--- config.mk ---
export PLATFORM = sky130hd
export DESIGN_NAME = lc3_datapath_mem
export DESIGN_NICKNAME = d
export VERILOG_FILES = /design/src/rtl/lc3_datapath_mem.sv
export SDC_FILE = /design/constraint.sdc
export NUM_CORES = 1
export LEC_CHECK = 0
export CORE_AREA = 2 2 181 183
export DETAILED_ROUTE_END_ITERATION = 6
export DIE_AREA = 0 0 183 185
export GPL_TIMING_DRIVEN = 0
export PLACE_DENSITY = 0.65
export SLEW_MARGIN = 5
export SYNTH_ARGS = -nofsm -noshare
export SYNTH_HDL_FRONTEND = slang
export SYNTH_SLANG_ARGS = --single-unit
--- constraint.sdc ---
create_clock -name clk -period 7 [get_ports clk]
set_input_delay 1.75 -clock clk [delete_from_list [all_inputs] [get_ports clk]]
set_output_delay 1.75 -clock clk [all_outputs]
set_load 0.02 [all_outputs]
--- src/rtl/lc3_datapath_mem.sv ---
// LC-3 datapath: PC/IR/MAR/MDR, register file, ALU, shared bus, condition codes,
// branch enable, and a memory handshake engine that stalls the controller.
module lc3_datapath_mem #(
    parameter int unsigned      WIDTH       = 16,
    parameter logic [WIDTH-1:0] RESET_PC    = '0,
    parameter int unsigned      MEM_TIMEOUT = 0
) (
    input  logic             clk,
    input  logic             reset,
    input  logic             GateMARMUX,
    input  logic             GatePC,
    input  logic             GateALU,
    input  logic             GateMDR,
    input  logic             LD_REG,
    input  logic             LD_BEN,
    input  logic             LD_CC,
    input  logic             LD_IR,
    input  logic             LD_MAR,
    input  logic             LD_MDR,
    input  logic             LD_PC,
    input  logic             MIO_EN,
    input  logic             MEM_WE,
    input  logic             MARMUX,
    input  logic             ADDR1MUX,
    input  logic             SR2MUX,
    input  logic [1:0]       PCMUX,
    input  logic [1:0]       DRMUX,
    input  logic [1:0]       SR1MUX,
    input  logic [1:0]       ADDR2MUX,
    input  logic [1:0]       ALUK,
    output logic [WIDTH-1:0] mem_addr,
    output logic [WIDTH-1:0] mem_wdata,
    input  logic [WIDTH-1:0] mem_rdata,
    output logic             mem_req,
    output logic             mem_we,
    input  logic             mem_ack,
    output logic             stall,
    output logic             BEN,
    output logic [WIDTH-1:0] IR_out,
    output logic [WIDTH-1:0] PC_out,
    output logic [WIDTH-1:0] MAR_out,
    output logic [WIDTH-1:0] MDR_out,
    output logic             mem_err,
    output logic             bus_conflict
);

    localparam int unsigned CNT_W = 32;

    typedef enum logic [1:0] {
        S_IDLE  = 2'd0,
        S_READ  = 2'd1,
        S_WRITE = 2'd2
    } mem_state_t;

    mem_state_t       state;
    logic             done;
    logic [CNT_W-1:0] wait_cnt;

    logic [WIDTH-1:0] pc;
    logic [WIDTH-1:0] ir;
    logic [WIDTH-1:0] mar;
    logic [WIDTH-1:0] mdr;
    logic [WIDTH-1:0] regs [8];
    logic [2:0]       cc;

    logic [WIDTH-1:0] sext5;
    logic [WIDTH-1:0] sext6;
    logic [WIDTH-1:0] sext9;
    logic [WIDTH-1:0] sext11;
    logic [WIDTH-1:0] zext8;
    logic [2:0]       dr;
    logic [2:0]       sr1;
    logic [WIDTH-1:0] sr1_val;
    logic [WIDTH-1:0] sr2_val;
    logic [WIDTH-1:0] addr1;
    logic [WIDTH-1:0] addr2;
    logic [WIDTH-1:0] adder;
    logic [WIDTH-1:0] marmux_val;
    logic [WIDTH-1:0] alu_b;
    logic [WIDTH-1:0] alu;
    logic [WIDTH-1:0] pc_next;
    logic [WIDTH-1:0] bus;
    logic [3:0]       gates;
    logic             multi_gate;
    logic             start_rd;
    logic             start_wr;
    logic             busy;
    logic             run;
    logic             timeout;
    logic [2:0]       bus_cc;

    // IR field extraction
    assign sext5  = {{(WIDTH-5){ir[4]}}, ir[4:0]};
    assign sext6  = {{(WIDTH-6){ir[5]}}, ir[5:0]};
    assign sext9  = {{(WIDTH-9){ir[8]}}, ir[8:0]};
    assign sext11 = {{(WIDTH-11){ir[10]}}, ir[10:0]};
    assign zext8  = {{(WIDTH-8){1'b0}}, ir[7:0]};

    always_comb begin
        dr  = ir[11:9];
        sr1 = ir[11:9];
        case (DRMUX)
            2'd1:    dr = 3'd7;
            2'd2:    dr = 3'd6;
            default: dr = ir[11:9];
        endcase
        case (SR1MUX)
            2'd1, 2'd3: sr1 = ir[8:6];
            2'd2:       sr1 = 3'd6;
            default:    sr1 = ir[11:9];
        endcase
    end

    assign sr1_val = regs[sr1];
    assign sr2_val = regs[ir[2:0]];

    // Address adder and MARMUX
    always_comb begin
        addr1 = ADDR1MUX ? sr1_val : pc;
        addr2 = '0;
        case (ADDR2MUX)
            2'd1:    addr2 = sext6;
            2'd2:    addr2 = sext9;
            2'd3:    addr2 = sext11;
            default: addr2 = '0;
        endcase
    end

    assign adder      = addr1 + addr2;
    assign marmux_val = MARMUX ? adder : zext8;

    always_comb begin
        alu_b = SR2MUX ? sext5 : sr2_val;
        alu   = sr1_val;
        case (ALUK)
            2'd0:    alu = sr1_val + alu_b;
            2'd1:    alu = sr1_val & alu_b;
            2'd2:    alu = ~sr1_val;
            default: alu = sr1_val;
        endcase
    end

    always_comb begin
        pc_next = pc;
        case (PCMUX)
            2'd0:    pc_next = pc + WIDTH'(1);
            2'd1:    pc_next = bus;
            2'd2:    pc_next = adder;
            default: pc_next = pc;
        endcase
    end

    // Shared bus: only a single asserted gate drives it, otherwise it reads zero
    assign gates      = {GateMARMUX, GatePC, GateALU, GateMDR};
    assign multi_gate = (gates & (gates - 4'd1)) != 4'd0;

    always_comb begin
        bus = '0;
        case (gates)
            4'b1000: bus = marmux_val;
            4'b0100: bus = pc;
            4'b0010: bus = alu;
            4'b0001: bus = mdr;
            default: bus = '0;
        endcase
    end

    assign bus_cc[2] = bus[WIDTH-1];
    assign bus_cc[1] = (bus == '0);
    assign bus_cc[0] = !bus[WIDTH-1] && (bus != '0);

    // Memory handshake control
    assign start_rd = LD_MDR && MIO_EN && !done;
    assign start_wr = MEM_WE && !done && !start_rd;
    assign busy     = (state != S_IDLE);
    assign stall    = busy || start_rd || start_wr;
    assign run      = !stall;
    assign timeout  = (MEM_TIMEOUT != 0) && (wait_cnt == CNT_W'(MEM_TIMEOUT));

    always_ff @(posedge clk or posedge reset) begin
        if (reset) begin
            state    <= S_IDLE;
            done     <= 1'b0;
            wait_cnt <= '0;
            mem_req  <= 1'b0;
            mem_we   <= 1'b0;
            mdr      <= '0;
            mem_err  <= 1'b0;
        end else begin
            done <= 1'b0;
            case (state)
                S_IDLE: begin
                    wait_cnt <= '0;
                    if (start_rd) begin
                        state    <= S_READ;
                        mem_req  <= 1'b1;
                        mem_we   <= 1'b0;
                        wait_cnt <= CNT_W'(1);
                    end else if (start_wr) begin
                        state    <= S_WRITE;
                        mem_req  <= 1'b1;
                        mem_we   <= 1'b1;
                        wait_cnt <= CNT_W'(1);
                    end else if (LD_MDR && !MIO_EN) begin
                        mdr <= bus;
                    end
                end
                S_READ, S_WRITE: begin
                    // An ack arriving in the timeout cycle still completes normally
                    if (mem_ack || timeout) begin
                        if (state == S_READ) begin
                            mdr <= mem_ack ? mem_rdata : '1;
                        end
                        if (!mem_ack) begin
                            mem_err <= 1'b1;
                        end
                        state    <= S_IDLE;
                        mem_req  <= 1'b0;
                        mem_we   <= 1'b0;
                        done     <= 1'b1;
                        wait_cnt <= '0;
                    end else if (wait_cnt != '1) begin
                        wait_cnt <= wait_cnt + CNT_W'(1);
                    end
                end
                default: begin
                    state   <= S_IDLE;
                    mem_req <= 1'b0;
                    mem_we  <= 1'b0;
                end
            endcase
        end
    end

    // Architectural registers; loads are frozen while the controller is stalled
    always_ff @(posedge clk or posedge reset) begin
        if (reset) begin
            pc           <= RESET_PC;
            ir           <= '0;
            mar          <= '0;
            cc           <= 3'b010;
            BEN          <= 1'b0;
            bus_conflict <= 1'b0;
            for (int i = 0; i < 8; i++) begin
                regs[i] <= '0;
            end
        end else begin
            if (multi_gate) begin
                bus_conflict <= 1'b1;
            end
            if (run) begin
                if (LD_PC) begin
                    pc <= pc_next;
                end
                if (LD_IR) begin
                    ir <= bus;
                end
                if (LD_MAR) begin
                    mar <= bus;
                end
                if (LD_REG) begin
                    regs[dr] <= bus;
                end
                if (LD_CC) begin
                    cc <= bus_cc;
                end
                if (LD_BEN) begin
                    BEN <= |(ir[11:9] & cc);
                end
            end
        end
    end

    assign mem_addr  = mar;
    assign mem_wdata = mdr;
    assign IR_out    = ir;
    assign PC_out    = pc;
    assign MAR_out   = mar;
    assign MDR_out   = mdr;

endmodule

==> results of run 1 <==
==> logic make-up after synthesis <==
kind of cell	Yosys count	share of synthesized area
AO/OA/AOI/OAI	423	0.1973
XOR/XNOR	26	0.01687
flip-flops	201	0.3727
buffers and inverters	164	0.05756
multiplexers	149	0.1535
adder cells (fa/ha/maj)	40	0.03745
AND/OR/NAND/NOR	483	0.1644
other	1	0.0002778
==> per-layer routing <==
| layer | up-vias | wire length [um] | share of wire | global-route usage |
|---|---|---|---|---|
| met2 | 653 | 23310 | 0.47 | 0.4877 |
| li1 | 5734 | - | - | - |
| met3 | 100 | 3915 | 0.079 | 0.04129 |
| met4 | 4 | 1740 | 0.035 | 0.09952 |
| met5 | - | 25 | 0.00050 | 0 |
| met1 | 6307 | 20700 | 0.42 | 0.3893 |
==> cells in the mapped netlist (all sizes together) (32+ instances only) <==
| library cell | instances | area (um^2) |
|---|---|---|
| mux2i | 37 | 382.9 |
| mux2 | 74 | 833.3 |
| buf | 64 | 400.4 |
| mux4 | 38 | 855.8 |
| clkbuf | 68 | 256.5 |
| o21ai | 103 | 526.8 |
| nand3 | 41 | 205.2 |
| inv | 32 | 120.1 |
| nand2 | 162 | 610.6 |
| ha | 38 | 475.5 |
| nor2 | 159 | 599.3 |
| dfrtp | 200 | 5005 |
| a21oi | 169 | 853.3 |
==> through the flow <==
| step | hold WS (ns) | std cells | setup TNS, ns | worst slack (ns) |
|---|---|---|---|---|
| 2_1_floorplan | 0.4634 | 1487 | 0 | 0.9589 |
| 3_3_place_gp | 0.4660 | 2036 | -59.37 | -0.7918 |
| 3_5_place_dp | 0.4617 | 2041 | -59.10 | -0.7928 |
| 4_1_cts | 0.4794 | 2085 | 0 | 0.01701 |
| 5_1_grt | 0.5163 | 2087 | -0.02461 | -0.02461 |
| 6_report | 0.4776 | 2087 | 0 | 0.2123 |
==> cell type report <==
class	count	area, um^2	share of cell area
clock inverter	10	121.4	0.007377
inverter	32	123.9	0.007529
tap	408	510.5	0.03103
clock buffer	31	675.6	0.04107
timing repair buffer	151	1549	0.09415
buffer	132	674.4	0.04099
sequential	201	5031	0.3058
multi-input combinational	1122	7766	0.4721
==> sequential cells by signal (all words and copies together) (netlist names) <==
signal and count:
MDR_out 16, mem_req 1, mem_we 1, MAR_out 16, PC_out 16, regs 128
state 1, bus_conflict 1, cc 3, done 1, BEN 1, IR_out 16
==> critical path: stages <==
cell             delay (ns)
clkdlybuf4s50_1        0.48
clkbuf_2               0.23
and2_1                 0.26
nor2_4                 0.32
buf_2                  0.40
buf_2                  0.32
nand2_1                0.08
a311oi_1               0.38
a31o_2                 0.25
ha_1                   0.32
and2_1                 0.20
and4_1                 0.25
a21o_1                 0.22
mux2i_1                0.14
o21ai_0                0.92
clkbuf_1               0.49
mux2_2                 0.26
==> power by group through the flow <==
stage	logic [uW]	clock network [uW]	registers, uW
floorplan	2410	0	2030
global placement	3720	0	2040
detailed placement	3780	0	2060
CTS	3830	1300	2040
global route	4230	1340	2100
finish	3930	1280	2060
==> layout by cell type (no fill, tap or decap), types with 16 or more instances in the layout <==
cell / count
o21ai_0: 95
mux2i_1: 36
clkbuf_16: 23
nor2b_1: 16
inv_1: 31
mux4_2: 38
clkbuf_1: 67
dfrtp_1: 200
nand2_1: 159
mux2_2: 74
nor3_1: 18
clkdlybuf4s50_1: 141
a21oi_1: 166
and3_1: 21
ha_1: 38
nand3_1: 41
nor2_1: 158
buf_4: 40
==> final timing paths <==
kind	slack (ns)	start	end
setup reg to reg	1.34	IR_out[0]$_DFFE_PP0P_	PC_out[13]$_DFFE_PP0P_
max in group asynchronous	4.34	reset	cc[1]$_DFFE_PP1P_
setup / recovery	0.21	SR1MUX[0]	regs[73]$_DFFE_PP0P_
hold / removal	0.48	bus_conflict$_DFFE_PP0P_	bus_conflict$_DFFE_PP0P_
hold reg to reg	0.48	bus_conflict$_DFFE_PP0P_	bus_conflict$_DFFE_PP0P_
min in group asynchronous	1.73	reset	MAR_out[10]$_DFFE_PP0P_
==> what timing repair did <==
action                                  CTS  global route
buffers inserted                          3             2
pin swaps                                 2             3
endpoints found under the setup margin   45           109
gates resized for setup                   7            18
==> impl_metrics.toml, run 1 <==
[cts]
cts_buffers = 23
cts.htree.levels = 1
clockRootBuffer = "clkbuf_16"
holdBufCountCts = 0
clock_latency_ns = 0.56
clk_path_buf_depth = 3
cts_tree = "done"
path_clk_slew_ns = 0.06
clock_sinks = 201

[routing]
drt_pass1_iterations = 7
vias = 12800
drt_iter0_drc = 1414
via_per_inst = 6.132
ant_nets = 0
avgRoutedWirePerCell_um = 23.81
wirelength_um = 49680
drc = 3

[setup_path]
cp.arrival_ns = 7.27
reg2regPathDepth = 19
required_ns = 7.48
worst-path-max-fanout = 10
worstSetupEndpointType = "flop"
critPathLaunchType = "primary input"
crit_type = "primary input to flop"

[finish]
drive_above_1_share = 0.1543
diodes = 0
design_area_mm2 = 0.01645
final_util = 0.5135
syn_to_final_growth_pct = 21.89
n_fill_cell = 3026
nets = 1747

[global_route]
grt_pass1_wl_um = 75550
grt_max_degree = 41
grt_usage = 0.2916
antenna_found_initial = 2
gr-total-overflow = 0
grt_pass1_vias = 12200

[power]
power.switching_uw = 3277
p_seq_frac = 0.283
pwr-share-clk = 0.176
p_comb_frac = 0.541
internal-power_uw = 3989
p_leak_uw = 0.007010
p_sw_frac = 0.4510
power_density_mw_per_mm2 = 441.6
power.total_uw = 7266
peakVddDrop_mv = 0.2944

[run_status]
outcome = "complete, but fails checks"
violations = "design-rule violations"

[synth]
synth_area_mm2 = 0.01350
syn_inst = 1487
ys_ff_latch = 201
synth_area_per_cell_um2 = 9.077
seq_area_frac_synth = 0.3727
synthFlopType = "dfrtp_1"
synth_fp_nets = 1571
synth_edf_count = 0
async_flop_share = 1.000
ys_types = 84
ys_warn_count = 0

[sta]
maxSlewHeadroom = 0.2037
slew_violations = 0
finalCritPeriodShare = 0.9697
setup_viol = 0
finalCriticalPeriod_ns = 6.788
worst_slew_pin_slew_ns = 1.182
finalClockSkew_ns = 0.01388
finalHoldViolCount = 0
max_freq_mhz = 147.3

[floorplanning]
die_x_um = 183
die_h_um = 185
num_rows = 66
core-area_mm2 = 0.03204
die_area_mm2 = 0.03386
start_util = 0.4213
ios = 147

[place]
placed_area_mm2 = 0.01552
gp_congestion = 0.9619
port_buffers = 141
place_hpwl_um = 37770

[worst_hold_path]
min_path_type = "flop to flop"
hold_depth = 1

[run]
maxCapViolations = 0
Note: power is estimated with default switching activity, not from simulation.
==> inputs of run 2 (changes only) <==
Settings changed: CORE_AREA 2 2 181 183 to 2 2 177 265, DIE_AREA 0 0 183 185 to 0 0 179 267, PLACE_DENSITY 0.65 to not set.
==> run 2 against run 1 <==
  * Global-route usage decreased by 6.8 points
  * The run now ends clean
  * Via count decreased by 0.16%
  * Routed wire length increased by 8.0%
  * Setup slack improved by 0.013 ns
==> impl_metrics.toml, run 2 (synthesis gave the netlist of run 1 again) <==
[global_route]
grt_pass1_vias = 12780
grt_usage = 0.2233
grt_max_degree = 40
gr-total-overflow = 0
grt_pass1_wl_um = 79860
antenna_found_initial = 0

[place]
place_inst = 2221
gp_congestion = 0.9691
placed_area_mm2 = 0.01576
port_buffers = 141
place_hpwl_um = 42450

[setup_path]
crit_type = "primary input to flop"
worstSetupEndpointType = "flop"
required_ns = 7.39
critPathLaunchType = "primary input"
cp.arrival_ns = 7.16
worst-path-max-fanout = 10

[finish]
nets = 1748
regMostFlops = "regs"
design_area_mm2 = 0.01670
final_common_cell = "dfrtp_1"
layout_common_cells = "dfrtp_1 (200), a21oi_1 (166), nand2_1 (160)"
drive_above_1_share = 0.1553
fin_cells = 2269
syn_to_final_growth_pct = 23.71
diodes = 0
n_fill_cell = 4596
largest_reg_flops = 128

[sta]
whs_ns = 0.4880
maxSlewHeadroom = 0.1269
max_freq_mhz = 147.6
worst_slew_pin_slew_ns = 1.305
finalHoldViolCount = 0
setup_viol = 0
slew_violations = 0
grt_setup_unrepaired = "no"
fin_setup_tns_ns = 0
finalClockSkew_ns = 0.01739
finalCriticalPeriod_ns = 6.775
finalCritPeriodShare = 0.9679

[run_status]
outcome = "complete, no violations"

[floorplanning]
die_x_um = 179
die_area_mm2 = 0.04779
start_util = 0.2965
ios = 147
core-area_mm2 = 0.04552
die_h_um = 267
num_rows = 96

[routing]
wl_met2_um = 27550
drc = 0
top_layer_used = "met4"
wl_met3_um = 2562
drt_pass1_iterations = 6
via_per_inst = 5.632
drt_iter0_drc = 933
avgRoutedWirePerCell_um = 23.64
vias = 12780
wirelength_um = 53640
ant_nets = 0
met1_length_um = 19260

[cts]
cts.htree.levels = 1
clockRootBuffer = "clkbuf_16"
clock_latency_ns = 0.54
clk_path_buf_depth = 3
cts_buffers = 23
cts_tree = "done"
clock_sinks = 201
path_clk_slew_ns = 0.06

[run]
maxCapViolations = 0

[power]
power.total_uw = 7280
p_leak_uw = 0.007021
power_density_mw_per_mm2 = 436.0
peakVddDrop_mv = 0.1937

[worst_hold_path]
min_path_type = "flop to flop"
==> run 2: timing repair <==
item / CTS / global route
pin swaps: 2 / 6
buffers inserted: 3 / 3
hold buffers: 0 / 0
setup endpoints to repair: 80 / 99
resized for setup: 13 / 21
==> run 2: per-layer routing <==
metal  vias to the layer above  GRT usage
met4                         0     0.1567
met1                      6332     0.2427
met3                       164    0.02066
li1                       5761          -
met5                         -          0
met2                       521     0.4020
==> run 2: final cells by class <==
cell class	instances	area (um^2)	area share
inverters	32	123.9	0.007418
flip-flops and latches	201	5031	0.3013
well taps	588	735.7	0.04406
plain buffers	132	680.7	0.04076
clock buffers	30	641.9	0.03844
clock inverters	12	136.4	0.008167
repair buffers	152	1567	0.09381
multi-input cells	1122	7782	0.4661
==> run 2: final timing paths <==
| check | start | depth (start not counted) | slack, ns | to |
|---|---|---|---|---|
| min in group asynchronous | reset | 2 | 1.70 | BEN$_DFFE_PP0P_ |
| hold reg to reg | IR_out[12]$_DFFE_PP0P_ | 2 | 0.49 | IR_out[12]$_DFFE_PP0P_ |
| setup / recovery | SR1MUX[0] | 20 | 0.22 | PC_out[10]$_DFFE_PP0P_ |
| hold / removal | IR_out[12]$_DFFE_PP0P_ | 2 | 0.49 | IR_out[12]$_DFFE_PP0P_ |
| setup reg to reg | IR_out[2]$_DFFE_PP0P_ | 14 | 1.38 | PC_out[10]$_DFFE_PP0P_ |
| max in group asynchronous | reset | 4 | 4.37 | regs[61]$_DFFE_PP0P_ |
==> run 2: power by group <==
part           switching (uW)  internal [uW]
combinational            2270           1680
sequential                509           1570
clock                     527            728
total                    3310           3970
==> run 2: critical path, cell delays in order <==
cell and delay [ns]:
clkdlybuf4s50_1 0.52, clkbuf_2 0.23, or3_4 0.39, nand2_4 0.11, buf_6 0.18, mux2_2 0.34, o211ai_1 0.30, and2_4 0.23
a21oi_1 0.07, ha_1 0.25, fa_2 0.45, a211oi_4 0.32, o211ai_1 0.20, a41oi_2 0.30, xnor2_1 0.14, nand2_1 0.09
o2111a_1 0.37, nand2_1 0.42, a221oi_1 0.44, a311oi_1 0.08
==> run 2: through the flow <==
| stage | setup WS [ns] | util |
|---|---|---|
| finish | 0.2248 | 0.3668 |
| global route | 0.009013 | 0.3668 |
| CTS | 0.01958 | 0.3649 |
| detailed placement | -1.204 | 0.3461 |
| global placement | -1.173 | 0.3438 |
| floorplan | 0.9589 | - |
